===== config.mk =====
export PLATFORM = sky130hd
export DESIGN_NAME = player_missile_pool
export DESIGN_NICKNAME = d
export VERILOG_FILES = /design/src/rtl/player_missile_pool.sv
export SDC_FILE = /design/constraint.sdc
export NUM_CORES = 1
export LEC_CHECK = 0
export ABC_AREA = 0
export BUFFER_PORTS_ARGS = -buffer_cell sky130_fd_sc_hd__buf_4
export CAP_MARGIN = 20
export CORE_UTILIZATION = 33
export DETAILED_ROUTE_END_ITERATION = 10
export PLACE_DENSITY = 0.44
export RECOVER_POWER = 100
export SYNTH_ARGS = -nofsm -noshare
export SYNTH_HDL_FRONTEND = slang
export SYNTH_HIERARCHICAL = 1
export SYNTH_SLANG_ARGS = --single-unit

===== constraint.sdc =====
create_clock -name clk -period 5.7 [get_ports clk]
set_clock_uncertainty 0.2 [all_clocks]
set_input_delay 0.57 -clock clk [delete_from_list [all_inputs] [get_ports clk]]
set_output_delay 0.57 -clock clk [all_outputs]
set_load 0.05 [all_outputs]

===== src/rtl/player_missile_pool.sv =====
// -----------------------------------------------------------------------------
// player_missile_pool
//   Player missile engine for the VGA Space Invaders peripheral. Keeps a pool
//   of NUM_MISSILES slots, each rising STEP rows per motion tick. A debounced
//   fire level is edge-detected and held as a pending shot until the next
//   tick, where it spawns into the lowest free slot, subject to an inter-shot
//   cooldown. The collision logic can kill any slot on any cycle.
//
// Ports
//   clk, rst         pixel clock, asynchronous active-low reset
//   pixel_row/column current scan position
//   player_col       player left column (gun barrel at +GUN_OFFSET)
//   fire             debounced fire button level
//   hit_valid/idx    single-cycle kill request for one slot
//   missile_active   per-slot pixel hit at the scan position
//   missile_output   4'hF when any slot covers the scan position
//   live/live_count  in-flight flags and their population count
//   tick             one-cycle motion strobe, period TICK_DIV clocks
//   fire_accepted    one-cycle pulse when a missile spawns
// -----------------------------------------------------------------------------

// One missile slot: position state plus its pixel comparator.
module pm_slot #(
    parameter int COORD_W     = 12,
    parameter int STEP        = 2,
    parameter int MISSILE_LEN = 3,
    parameter int SPAWN_ROW   = 460
) (
    input  logic               clk,
    input  logic               rst,
    input  logic               tick,
    input  logic               spawn,
    input  logic               hit,
    input  logic [COORD_W-1:0] spawn_col,
    input  logic [COORD_W-1:0] pixel_row,
    input  logic [COORD_W-1:0] pixel_column,
    output logic               live,
    output logic               active
);
    localparam int RW = COORD_W + 1;

    logic [COORD_W-1:0] row;
    logic [COORD_W-1:0] col;
    logic [RW-1:0]      row_end;

    // Kill outranks spawn and motion: a slot hit while being spawned stays
    // dead, and a live slot that is hit does not also move.
    always_ff @(posedge clk or negedge rst) begin
        if (!rst) begin
            live <= 1'b0;
            row  <= COORD_W'(SPAWN_ROW);
            col  <= '0;
        end else if (hit) begin
            live <= 1'b0;
            row  <= COORD_W'(SPAWN_ROW);
        end else if (spawn) begin
            live <= 1'b1;
            row  <= COORD_W'(SPAWN_ROW);
            col  <= spawn_col;
        end else if (tick && live) begin
            if (row < COORD_W'(STEP)) begin
                live <= 1'b0;
                row  <= COORD_W'(SPAWN_ROW);
            end else begin
                row <= row - COORD_W'(STEP);
            end
        end
    end

    // One extra bit so a missile near the top of the coordinate range does
    // not wrap its lower edge.
    assign row_end = {1'b0, row} + RW'(MISSILE_LEN);

    assign active = live
                 && (pixel_column == col)
                 && (pixel_row >= row)
                 && ({1'b0, pixel_row} < row_end);
endmodule

module player_missile_pool #(
    parameter int NUM_MISSILES   = 8,
    parameter int COORD_W        = 12,
    parameter int TICK_DIV       = 500000,
    parameter int STEP           = 2,
    parameter int MISSILE_LEN    = 3,
    parameter int SPAWN_ROW      = 460,
    parameter int GUN_OFFSET     = 8,
    parameter int COOLDOWN_TICKS = 4
) (
    input  logic                                  clk,
    input  logic                                  rst,
    input  logic [COORD_W-1:0]                    pixel_row,
    input  logic [COORD_W-1:0]                    pixel_column,
    input  logic [COORD_W-1:0]                    player_col,
    input  logic                                  fire,
    input  logic                                  hit_valid,
    input  logic [((NUM_MISSILES > 1) ? $clog2(NUM_MISSILES) : 1)-1:0] hit_idx,
    output logic [NUM_MISSILES-1:0]               missile_active,
    output logic [3:0]                            missile_output,
    output logic [NUM_MISSILES-1:0]               live,
    output logic [$clog2(NUM_MISSILES+1)-1:0]     live_count,
    output logic                                  tick,
    output logic                                  fire_accepted
);
    localparam int IW  = (NUM_MISSILES > 1) ? $clog2(NUM_MISSILES) : 1;
    localparam int LCW = $clog2(NUM_MISSILES + 1);
    localparam int TW  = (TICK_DIV > 1) ? $clog2(TICK_DIV) : 1;
    localparam int CDW = (COOLDOWN_TICKS > 0) ? $clog2(COOLDOWN_TICKS + 1) : 1;

    typedef struct packed {
        logic                    vld;
        logic [NUM_MISSILES-1:0] sel;
        logic [COORD_W-1:0]      col;
    } spawn_req_t;

    logic [TW-1:0]           tick_cnt;
    logic [CDW-1:0]          cooldown;
    logic                    fire_q;
    logic                    pending;
    logic                    fire_rise;
    logic [NUM_MISSILES-1:0] free_oh;
    logic                    any_free;
    logic [NUM_MISSILES-1:0] hit_sel;
    spawn_req_t              spawn_req;

    // ---------------- motion tick ----------------
    always_ff @(posedge clk or negedge rst) begin
        if (!rst) begin
            tick_cnt <= '0;
            tick     <= 1'b0;
        end else begin
            tick     <= (tick_cnt == TW'(TICK_DIV - 1));
            tick_cnt <= (tick_cnt == TW'(TICK_DIV - 1)) ? '0 : tick_cnt + 1'b1;
        end
    end

    // ---------------- fire edge / pending shot ----------------
    assign fire_rise = fire & ~fire_q;

    // The tick consumes the pending shot whether or not it spawns. An edge
    // landing exactly on the tick cycle is carried to the following tick.
    always_ff @(posedge clk or negedge rst) begin
        if (!rst) begin
            fire_q  <= 1'b0;
            pending <= 1'b0;
        end else begin
            fire_q <= fire;
            if (tick)
                pending <= fire_rise;
            else if (fire_rise)
                pending <= 1'b1;
        end
    end

    // ---------------- slot allocation ----------------
    // Lowest-index free slot, from pre-tick live; slots freed this tick only
    // become visible here on the next one.
    always_comb begin
        free_oh  = '0;
        any_free = 1'b0;
        for (int i = 0; i < NUM_MISSILES; i++) begin
            if (!live[i] && !any_free) begin
                free_oh[i] = 1'b1;
                any_free   = 1'b1;
            end
        end
    end

    always_comb begin
        spawn_req.vld = tick && pending && (cooldown == '0) && any_free;
        spawn_req.sel = spawn_req.vld ? free_oh : '0;
        spawn_req.col = player_col + COORD_W'(GUN_OFFSET);
    end

    always_comb begin
        hit_sel = '0;
        for (int i = 0; i < NUM_MISSILES; i++)
            hit_sel[i] = hit_valid && (hit_idx == IW'(i));
    end

    // ---------------- cooldown / accept strobe ----------------
    always_ff @(posedge clk or negedge rst) begin
        if (!rst) begin
            cooldown      <= '0;
            fire_accepted <= 1'b0;
        end else begin
            fire_accepted <= spawn_req.vld;
            if (spawn_req.vld)
                cooldown <= CDW'(COOLDOWN_TICKS);
            else if (tick && (cooldown != '0))
                cooldown <= cooldown - 1'b1;
        end
    end

    // ---------------- slot array ----------------
    for (genvar g = 0; g < NUM_MISSILES; g++) begin : g_slot
        pm_slot #(
            .COORD_W     (COORD_W),
            .STEP        (STEP),
            .MISSILE_LEN (MISSILE_LEN),
            .SPAWN_ROW   (SPAWN_ROW)
        ) u_slot (
            .clk          (clk),
            .rst          (rst),
            .tick         (tick),
            .spawn        (spawn_req.sel[g]),
            .hit          (hit_sel[g]),
            .spawn_col    (spawn_req.col),
            .pixel_row    (pixel_row),
            .pixel_column (pixel_column),
            .live         (live[g]),
            .active       (missile_active[g])
        );
    end

    // ---------------- outputs ----------------
    assign missile_output = (|missile_active) ? 4'hF : 4'h0;

    always_comb begin
        live_count = '0;
        for (int i = 0; i < NUM_MISSILES; i++)
            live_count = live_count + LCW'(live[i]);
    end
endmodule

==> flow_metrics.env <==
export IMPL_wirelength_microns=48600
export IMPL_cts_tree="done"
export IMPL_rr_worst_depth=7
export IMPL_ctsHtreeMaxLevel=1
export IMPL_netlist_area_sq_um=16700
export IMPL_num_io_pins=69
export IMPL_grt_max_degree=116
export IMPL_synth_distinct_cells=76
export IMPL_path_common_cell="nand2_1"
export IMPL_antenna_cells=0
export IMPL_synth_avg_cell_area_sq_um=9.64
export IMPL_cts_root_buf="clkbuf_16"
export IMPL_nets=2061
export IMPL_antenna_found_initial=0
export IMPL_drtAntennaViolNets=0
export IMPL_yosys_warnings=6
export IMPL_dp_hpwl_microns=35200
export IMPL_core_sq_um=50100
export IMPL_via_count=12800
export IMPL_die_area_sq_um=51600
export IMPL_cts_max_path_buffers=3
export IMPL_grt_use_total_pct=19.4
export IMPL_ys_top_cells_by_area="dfrtp_1, ha_1, xnor2_1"
export IMPL_finalWeightedCongestion=0.838
export IMPL_start_util_pct=33.4
export IMPL_seq_area_frac_synth_pct=32.9
export IMPL_worstHoldStart="player_col[0]"
export IMPL_postSynthCellCount=1733
export IMPL_multiInputGateArea_sq_um=10400
export IMPL_worstReg2RegStart="tick$_DFF_PN0_"
export IMPL_drv_cap=4
export IMPL_hold_end="g_slot[2].u_slot/col[0]$_DFFE_PN0P_"
export IMPL_synth_nets=1981
export IMPL_cpMaxStageDelayCell="dfstp_1"
export IMPL_violations="DRC, capacitance limit, slew limit"
export IMPL_dr_pass1_iters=8
export IMPL_tns_ns=0
export IMPL_max_slew_worst_pin_slew_ns=2.94
export IMPL_drive_above_1_share_pct=13.1
export IMPL_fin_util_pct=37.4
export IMPL_cp_top_family="simple AND/OR/NAND/NOR gates"
export IMPL_final_common_cell="ha_1"
export IMPL_grt_pass1_wl_microns=76900
export IMPL_nFillCells=5205
export IMPL_critPathBufInv=1
export IMPL_period_share_pct=90.1
export IMPL_min_period_ns=5.14
export IMPL_fmax_mhz=195
export IMPL_final_hold_viol_count=0
export IMPL_cts_resized=0
export IMPL_fp_dieW_microns=227
export IMPL_ff2ff_setup_slack_ns=1.33
export IMPL_synthToLayoutAreaGrowth_pct=12.1
export IMPL_grt_pass1_vias=13100
export IMPL_critPathKind="flop to output pin"
export IMPL_start_kind="flop"
export IMPL_layout_common_cells="ha_1, xnor2_1, dfrtp_1"
export IMPL_rows=82
export IMPL_drtIter0Drc=691
export IMPL_synth_top_area_share_pct=26.6
export IMPL_path_cells="and4_1 > nand2_1 > nor3_1 > nand2_1 > xnor2_1 > ha_1 > a21o_1 > a211oi_1 > o311ai_0 > a211oi_1 > nor4_1 > nand2_1 > clkbuf_2"
export IMPL_synth_seq_cells=218
export IMPL_relSlewSlack_pct=-96.1
export IMPL_async_flop_share_pct=100
export IMPL_arrival_ns=4.37
export IMPL_io_buffers=68
export IMPL_yosysTopAreaCell="dfrtp_1"
export IMPL_rsz0062_at_grt="false"
export IMPL_die_y_microns=227
export IMPL_ir_drop_mv=0.195
export IMPL_cts_sinks=218
export IMPL_via_per_inst=5.11
export IMPL_min_path_cells=2
export IMPL_power_density_nw_per_um2=331
export IMPL_drc=1
export IMPL_clk_pin_slew_ns=0.06
export IMPL_status="complete, but fails checks"
export IMPL_max_stage_delay_ns=0.70
export IMPL_hp_class="input port to flop"
export IMPL_end_kind="output pin"
export IMPL_setup_viol=0
export IMPL_path_max_fanout=9
export IMPL_ys_flop_type="dfrtp_1"
export IMPL_reg2reg_to="g_slot[7].u_slot/col[0]$_DFFE_PN0P_"
export IMPL_p_leak_nw=8.66
export IMPL_numCtsBuffers=29
export IMPL_cp_required_ns=4.93
export IMPL_synth_enable_flop_cells=0
export IMPL_wl_per_cell_microns=19.4
export IMPL_register_area_sq_um=5510
export IMPL_insertion_delay_ns=0.58
export IMPL_overflow=0
export IMPL_slew_viol_final=151
## cell type report
| cell class | instances | share of cell area, % |
|---|---|---|
| multi-input combinational | 1350 | 55.4 |
| sequential | 218 | 29.4 |
| tap | 672 | 4.49 |
| clock buffer | 40 | 4.31 |
| inverter | 134 | 2.68 |
| timing repair buffer | 80 | 2.66 |
| clock inverter | 14 | 1.05 |
## through the flow
step           cell area, sq um  instances  power [mW]  hold slack (ns)  worst slack [ns]
6_report                  18700       2508        6.21            0.122             0.564
4_1_cts                   19000       2508        6.31           0.0972             0.632
5_1_grt                   18700       2508        6.70            0.111             0.245
3_3_place_gp              18000       2452        4.30            0.219              1.34
3_5_place_dp              18000       2452        4.33            0.220              1.27
2_1_floorplan             16700       1733        3.74           0.0744             0.728
## cell families (layout without fill, tap and decap cells)
kind of cell / Yosys count / after routing / share of synthesized area, %
AND/OR/NAND/NOR: 539 / 539 / 16.9
AO/OA/AOI/OAI: 261 / 261 / 11.1
XOR/XNOR: 247 / 247 / 12.9
flip-flops: 218 / 218 / 32.9
adder cells (fa/ha/maj): 205 / 205 / 15.5
buffers and inverters: 165 / 268 / 4.07
multiplexers: 98 / 98 / 6.59
## layer usage
layer	global-route usage, %	up-vias	wire, microns
met5	0	-	0
met4	3.88	0	883
met3	2.27	52	1560
met2	32.8	183	22900
met1	26.5	6288	23200
li1	-	6297	-
## worst max path at each step
stage / start / endpoint / cells past startpoint
floorplan: g_slot[3].u_slot/row[3]$_DFFE_PN1P_ / missile_output[1] / 14
global placement: g_slot[3].u_slot/row[3]$_DFFE_PN1P_ / missile_output[0] / 13
detailed placement: g_slot[3].u_slot/row[3]$_DFFE_PN1P_ / missile_output[3] / 13
CTS: g_slot[3].u_slot/row[3]$_DFFE_PN1P_ / missile_output[3] / 13
global route: g_slot[3].u_slot/row[3]$_DFFE_PN1P_ / missile_output[1] / 13
finish: g_slot[3].u_slot/row[3]$_DFFE_PN1P_ / missile_output[0] / 13
## flip-flops by register name (all words and copies together), names as in the netlist
register            cells
fire_q                  1
pending                 1
g_slot.u_slot/row      88
fire_accepted           1
tick_cnt               19
cooldown                3
tick                    1
g_slot.u_slot/col      96
g_slot.u_slot/live      8
## cells in the mapped netlist (22+ instances only)
cell type / number
ha_1: 201
dfrtp_1: 178
o21ai_0: 31
nor3_1: 46
nand4_1: 41
nand3_1: 64
and3_1: 27
inv_1: 123
o21a_1: 22
mux2_2: 66
dfstp_2: 40
nand2_1: 139
a21oi_1: 74
xnor2_1: 193
xor2_1: 54
nor2_1: 110
mux2_1: 30
## power breakdown
group          switching, mW  total [mW]  internal (mW)
logic                   1.21        2.12          0.908
registers              0.340        2.16           1.82
clock network          0.752        1.93           1.17
total                   2.31        6.21           3.90
## what timing repair did
item | 4_1_cts | 5_1_grt
hold buffers | 2 | 0
hold endpoints to repair | 76 | 0
buffers inserted | 0 | 0
(Power assumes the default switching activity.)
